--- config.mk ---
export PLATFORM = sky130hd
export DESIGN_NAME = dds_cmd_ctrl
export DESIGN_NICKNAME = d
export VERILOG_FILES = /design/src/rtl/dds_cmd_ctrl.sv
export SDC_FILE = /design/constraint.sdc
export NUM_CORES = 1
export LEC_CHECK = 0
export BUFFER_PORTS_ARGS = -buffer_cell sky130_fd_sc_hd__buf_2
export CORE_MARGIN = 10
export CORE_UTILIZATION = 40
export CTS_BUF_LIST = sky130_fd_sc_hd__clkbuf_16
export DETAILED_ROUTE_END_ITERATION = 7
export PLACE_DENSITY = 0.66
export SLEW_MARGIN = 40
export SYNTH_ARGS = -nofsm -noshare
export SYNTH_HDL_FRONTEND = slang
export SYNTH_SLANG_ARGS = --single-unit
--- constraint.sdc ---
create_clock -name clk -period 9.3 [get_ports clk]
set_input_delay 0.465 -clock clk [delete_from_list [all_inputs] [get_ports clk]]
set_output_delay 0.465 -clock clk [all_outputs]
set_load 0.01 [all_outputs]
--- src/rtl/dds_cmd_ctrl.sv ---
// Command-stream controller for the multi-table DDS core: shadow/active
// frequency and phase registers, table selection and table-reload sequencing.
//
// state      | meaning
// S_IDLE     | decode command headers
// S_FREQ_PL  | wait for the SET_FREQ payload word
// S_LD_SETUP | one dead cycle, wr_enable low, so the DDS rebases its write address
// S_LD_DATA  | stream 2**HR table words to the DDS RAM
// S_LD_END   | final write strobe and load_done pulse
module dds_cmd_ctrl #(
  parameter int HORIZON_RESOLUTION = 12,
  parameter int ADDER_LOWBIT       = 20,
  parameter int WAVE_STORE         = 2
) (
  input  logic                     clk,
  input  logic                     rst,
  input  logic                     cmd_valid,
  output logic                     cmd_ready,
  input  logic [31:0]              cmd_data,
  output logic [WAVE_STORE-1:0]    wave_sel,
  output logic [(2**WAVE_STORE)*(HORIZON_RESOLUTION+ADDER_LOWBIT)-1:0] freq_ctrl,
  output logic [(2**WAVE_STORE)*HORIZON_RESOLUTION-1:0]                phase_ctrl,
  output logic                     wr_enable,
  output logic                     wr_valid,
  output logic [31:0]              wr_data,
  output logic                     busy,
  output logic                     load_done,
  output logic                     cmd_err
);

  localparam int HR    = HORIZON_RESOLUTION;
  localparam int FW    = HORIZON_RESOLUTION + ADDER_LOWBIT;
  localparam int NT    = 2 ** WAVE_STORE;
  localparam int CNT_W = HR + 1;
  localparam logic [CNT_W-1:0] LAST_WORD = CNT_W'((2 ** HR) - 1);

  localparam logic [3:0] OP_SET_FREQ  = 4'h1;
  localparam logic [3:0] OP_SET_PHASE = 4'h2;
  localparam logic [3:0] OP_APPLY     = 4'h3;
  localparam logic [3:0] OP_SELECT    = 4'h4;
  localparam logic [3:0] OP_LOAD      = 4'h5;

  typedef enum logic [2:0] {
    S_IDLE,
    S_FREQ_PL,
    S_LD_SETUP,
    S_LD_DATA,
    S_LD_END
  } state_t;

  state_t state, state_nxt;

  logic [FW-1:0]         shadow_freq  [NT];
  logic [HR-1:0]         shadow_phase [NT];
  logic [WAVE_STORE-1:0] disp_sel;
  logic [WAVE_STORE-1:0] hdr_ch;
  logic [CNT_W-1:0]      word_cnt;

  logic [3:0]            op;
  logic [WAVE_STORE-1:0] ch;
  logic [HR-1:0]         arg;
  logic                  xfer;

  assign op   = cmd_data[31:28];
  assign ch   = cmd_data[24 +: WAVE_STORE];
  assign arg  = cmd_data[HR-1:0];
  assign cmd_ready = (state == S_IDLE) || (state == S_FREQ_PL) || (state == S_LD_DATA);
  assign xfer = cmd_valid && cmd_ready;
  assign busy = (state != S_IDLE);

  always_ff @(posedge clk) begin
    if (rst) state <= S_IDLE;
    else     state <= state_nxt;
  end

  always_comb begin
    state_nxt = state;
    wr_enable = 1'b0;
    load_done = 1'b0;
    wave_sel  = disp_sel;
    case (state)
      S_IDLE: begin
        if (xfer && op == OP_SET_FREQ) state_nxt = S_FREQ_PL;
        if (xfer && op == OP_LOAD)     state_nxt = S_LD_SETUP;
      end
      S_FREQ_PL: begin
        if (xfer) state_nxt = S_IDLE;
      end
      S_LD_SETUP: begin
        wave_sel  = hdr_ch;
        state_nxt = S_LD_DATA;
      end
      S_LD_DATA: begin
        wave_sel  = hdr_ch;
        wr_enable = 1'b1;
        if (xfer && word_cnt == LAST_WORD) state_nxt = S_LD_END;
      end
      S_LD_END: begin
        wave_sel  = hdr_ch;
        wr_enable = 1'b1;
        load_done = 1'b1;
        state_nxt = S_IDLE;
      end
      default: state_nxt = S_IDLE;
    endcase
  end

  always_ff @(posedge clk) begin
    if (rst) begin
      for (int i = 0; i < NT; i++) begin
        shadow_freq[i]  <= '0;
        shadow_phase[i] <= '0;
      end
      freq_ctrl  <= '0;
      phase_ctrl <= '0;
      disp_sel   <= '0;
      hdr_ch     <= '0;
      word_cnt   <= '0;
      wr_valid   <= 1'b0;
      wr_data    <= '0;
      cmd_err    <= 1'b0;
    end else begin
      wr_valid <= 1'b0;
      cmd_err  <= 1'b0;
      case (state)
        S_IDLE: begin
          if (xfer) begin
            case (op)
              OP_SET_FREQ:  hdr_ch <= ch;
              OP_SET_PHASE: shadow_phase[ch] <= arg;
              OP_APPLY: begin
                // all tables commit on the same edge
                for (int i = 0; i < NT; i++) begin
                  freq_ctrl[i*FW +: FW]  <= shadow_freq[i];
                  phase_ctrl[i*HR +: HR] <= shadow_phase[i];
                end
              end
              OP_SELECT:    disp_sel <= ch;
              OP_LOAD:      hdr_ch <= ch;
              default:      cmd_err <= 1'b1;
            endcase
          end
        end
        S_FREQ_PL: begin
          if (xfer) shadow_freq[hdr_ch] <= cmd_data[FW-1:0];
        end
        S_LD_SETUP: word_cnt <= '0;
        S_LD_DATA: begin
          if (xfer) begin
            wr_valid <= 1'b1;
            wr_data  <= cmd_data;
            word_cnt <= word_cnt + 1'b1;
          end
        end
        default: ;
      endcase
    end
  end

endmodule
---- Word level (Yosys, flattened, before mapping) ----
Memories as Yosys holds them, arrays and structs flattened. A register that Yosys moved wholly into a read port is not among the register bits.
Index checks and enable logic that the tools add are counted.
cells by class
  add/subtract/negate cells ............... 1
  equal/unequal tests ..................... 14
  multiplexer cells ....................... 28
  bitwise gates (word level) .............. 3
  reduce and logical (&&, ||, !) cells .... 23
operator list
  operator                 number
  $mux W32                 1
  $reduce_or A32 Y1        1
  $pmux W13 S2             1
  $mux W1                  16
  $add A13 B1 Y13 const B  1
  $eq A13 B12 Y1 const B   1
  $mux W13                 1
  $mux W12                 1
  $mux W3                  4
  $pmux W3 S4              1
  $reduce_and A3 Y1        4
  $reduce_or A12 Y1        1
  $eq A4 B2 Y1 const B     2
  $eq A4 B3 Y1 const B     2
  $eq A3 B2 Y1 const B     2
  $mux W2                  3
  $reduce_or A2 Y1         3
  $reduce_or A3 Y1         2
  $reduce_or A5 Y1         1
  $eq A4 B1 Y1 const B     1
  $logic_and A1 B1 Y1      4
  $ne A2 B2 Y1 const B     2
  $reduce_and A2 Y1        2
  $eq A3 B1 Y1 const B     1
  8 further kinds          11
word-level totals
  bits in registers ....................... 54
  memory bits (writable) .................. 176
  input port bits ......................... 35
  word-level logic and storage cells ...... 78
  memories ................................ 2
memories
  memory        words  bits a word  read ports  clocked after Yosys merged registers in  write ports  RTL line  text
  shadow_freq   4      32           4           4                                        4            53        logic [FW-1:0] shadow_freq [NT];
  shadow_phase  4      12           4           4                                        4            54        logic [HR-1:0] shadow_phase [NT];

---- Logic depth before layout (Yosys ltp) ----
  depth in word-level cells ............... 10
  gate-level depth with buffers ........... 9
  mapped depth without buffers ............ 5

---- Worst setup path after synthesis ----
Ideal clock, no wire load.
  path type ............................... input to register
  start point ............................. input port cmd_valid
  end point ............................... memory shadow_freq[3][0] (netlist name), enable pin
  data arrival time ....................... 3.000 ns
  required time ........................... 8.834 ns
  slack ................................... 5.834 ns
  stages .................................. 3
  path through ............................ buf_2 nand2_1 o21ai_0
RTL lines
  item                RTL line  text
  start: declaration  17        input logic cmd_valid,
  end: declaration    53

==> results.txt <==
- Yosys mapped a number of flops with a built-in enable equal to 176.
- The commonest cells after synthesis are nand2_1 (433), dfxtp_1 (230), a21oi_1 (219), and2_1 (177), edfxtp_1 (176).
* Cells taking the most area after synthesis: edfxtp_1 (35%), dfxtp_1 (31%), nand2_1 (11%)
* Die Area: roughly 45000 sq um
- The core region is roughly 37000 sq um.
- The longest clock path from root to sink contains 3 buffers.
- Maximum achievable frequency: 335 MHz
- nand2_1 is the most common cell in the netlist.
- Aggregate negative setup slack: 0 ns
- For this configuration, the core starts out at a cell density of 40.6%.
* Syn avg cell area: 10.4 sq um
- The cell count after synthesis came out at 1429.
- Setup slack after layout: between 6 and 7 ns
- The final layout contains 1676 nets.
* Worst hold slack: 0.197 ns
- Net count after synthesis: 1465
- Via count of the first global-routing pass: 10400
- Synth cell types: 43
- Async set or reset register ratio after synthesis: 0%
* Arrival time of the worst setup path: 3.18 ns
- WL final: 40900 um
- The startpoint identified for the worst register-to-register timing path is state[2].
- For this run the aggregate overflow at the end of global routing stands at 0.
* Number of buffers inserted for hold repair after clock tree synthesis: 0
- Across every metal layer, demand over resource in global routing totals 17.6%.
- Critical path cell sequence: buf_6 > inv_1 > and4_2 > and3b_2 > or2_4
- The worst-case IR drop observed on VDD is 0.118 mV.
- Summed over all instances, the cell type with the most area after synthesis is edfxtp_1.
- The final route contains between 10000 and 15000 vias.
- Final-report hold violation count: 0
- Number of cells in the design after placement: ~2100
- Clock latency of the later-clocked register in the worst-skew pair: 0.55 ns
* Setup repair after global routing missed its margin: false
* Initial DRT Pass Iterations: 5
* DP HPWL: 26600 um
* Worst-margin pin slew: roughly 0.85 ns
* Result of the run: finished clean
* CTS tree: built
- After clock tree synthesis, the clock-pin slew on the worst setup and hold paths is roughly 0.060 ns.
* Number of warning messages in the yosys log: 0
* Number of DRC markers after the initial detailed-route iteration: 620
* Main synth FF type: dfxtp_1
- Buffers inserted during clock tree synthesis total 43.
* Number of synthesized register bits: 406
- Placed standard-cell area: 16400 sq um
- Kind of launch point of the worst setup path: input port
* Number of buffers added for setup after CTS: 0
- Final Total Pwr: 3.65 mW
* Total leakage power: between 6 and 7 nW
* Critical path data required time: 9.50 ns
- Clock root cell: clkbuf_16
- Leaving out filler cells and counting taps, the final layout contains approximately 2100.
- Vert. Die Dim: 213 um
* Synth top area share: 35.5%
- Pin count of the biggest net entering global routing: 99
- Once the clock tree was built, the resizer swapped 0 gates to a different size.
- Fraction of layout instances using a drive strength above 1: 20.1%
- The H-tree was split into 2 levels.
- Mean routed wirelength per cell: between 15 and 20 um
- Area Overhead vs Synth: 19.2%
* Wire length of the first global-routing pass: 61500 um
- Number of core rows: 70
- Final Max Tran Viols: 0
- The most critical setup path has its startpoint at rst.
- The worst setup path is captured at a flop.
* Longest individual stage delay on the worst path: 0.75 ns
* Number of top-level pins: between 200 and 300
- For this run, design rule violations remaining after detail routing come to 0.
- Among all stages on the critical path, the largest delay is contributed by and4_2.
* Proportion of synthesized chip area in sequential cells: 66.4%
- Setup violations remaining at the end of the flow were counted as 0.
* Die Span X: 213 um
* Relative slew slack: a little over two fifths
- Share of the clock period used by the worst path after layout: 32.1%
- Final critical path time including I/O delays and setup: 2.99 ns
- The count of nets left with antenna violations once routing finished came out at 0.
* Number of antenna violations at the first check in global routing: 1
* Clock sinks: 406
- Worst hold-check path type: input port to flop
- Along the worst path, the maximum fanout reaches 98.
- The worst hold path begins at cmd_data[12].
- In the routed layout, each cell is associated on average with a via count of 4.94.
* Category of the critical setup timing path: input port to flop
- Across the run, the number of max-cap violations was 0.
- At the end of routability-driven placement, the weighted congestion stood at around 0.77.
* Minimum setup slack after placement: between 5 and 6 ns
- Clock skew: 0.0165 ns
* Finished Core Util: 48.4%
- Total power density per cell area: 206 nW/um^2
- Buffers placed on the I/O ports in this run total 250.
- Finished layout cell area: roughly 18000 sq um
* Synth Cell Area: 14900 sq um
area by class of cell:
type                       count  area (sq um)
sequential                   406          9890
tap                          468           586
multi-input combinational    921          4540
inverter                       6          22.5
timing repair buffer         262          1390
antenna                        1          2.50
clock buffer                  46          1150
fill                        3387         18900
clock inverter                32           181
logic make-up after synthesis:
group	after synthesis	synth area share, %
flip-flops	406	66.4
adder cells (fa/ha/maj)	1	0.0840
buffers and inverters	102	3.59
XOR/XNOR	4	0.235
AO/OA/AOI/OAI	235	8.10
multiplexers	4	0.286
AND/OR/NAND/NOR	677	21.3
placed cells by master (no fill, tap or decap), types with 11 or more instances in the layout:
master,n
and2_1,177
inv_1,19
clkbuf_16,46
edfxtp_1,176
nor2_1,13
dfxtp_1,230
a21oi_1,219
buf_2,249
clkinv_1,11
nand2_1,433
path summary, 6_finish.rpt:
| kind | endpoint | slack (ns) | cells past startpoint |
|---|---|---|---|
| worst max-delay path | shadow_freq[2][17] | 6.31 | 5 |
| worst min-delay path | wr_data[12] | 0.20 | 3 |
| worst max register to register | shadow_freq[2][17] | 6.32 | 4 |
| worst min register to register | freq_ctrl[99] | 0.45 | 2 |
per-layer routing:
metal	up-vias	routed length (um)	GRT usage, %
li1	5162	-	-
met1	5063	17300	22.0
met2	299	19800	29.6
met3	58	3040	4.82
met4	0	748	4.68
met5	-	0	0
state kept, by name (all words and copies together) (netlist names):
signal        cells
cmd_err           1
disp_sel          2
freq_ctrl       128
hdr_ch            2
phase_ctrl       48
shadow_freq     128
shadow_phase     48
state             3
word_cnt         13
wr_data          32
wr_valid          1
critical path, delay by kind of cell:
kind / cells / cell delay, ns
simple gates: 3 / 1.98
buf+inv: 2 / 0.61
where the power goes:
part           switching, mW  total (mW)  internal, mW  leakage, nW
registers             0.0137        1.91          1.89         3.67
clock network          0.686        1.63         0.940        0.703
logic                 0.0912       0.117        0.0256         2.61
Power figures use the tool's default switching activity.
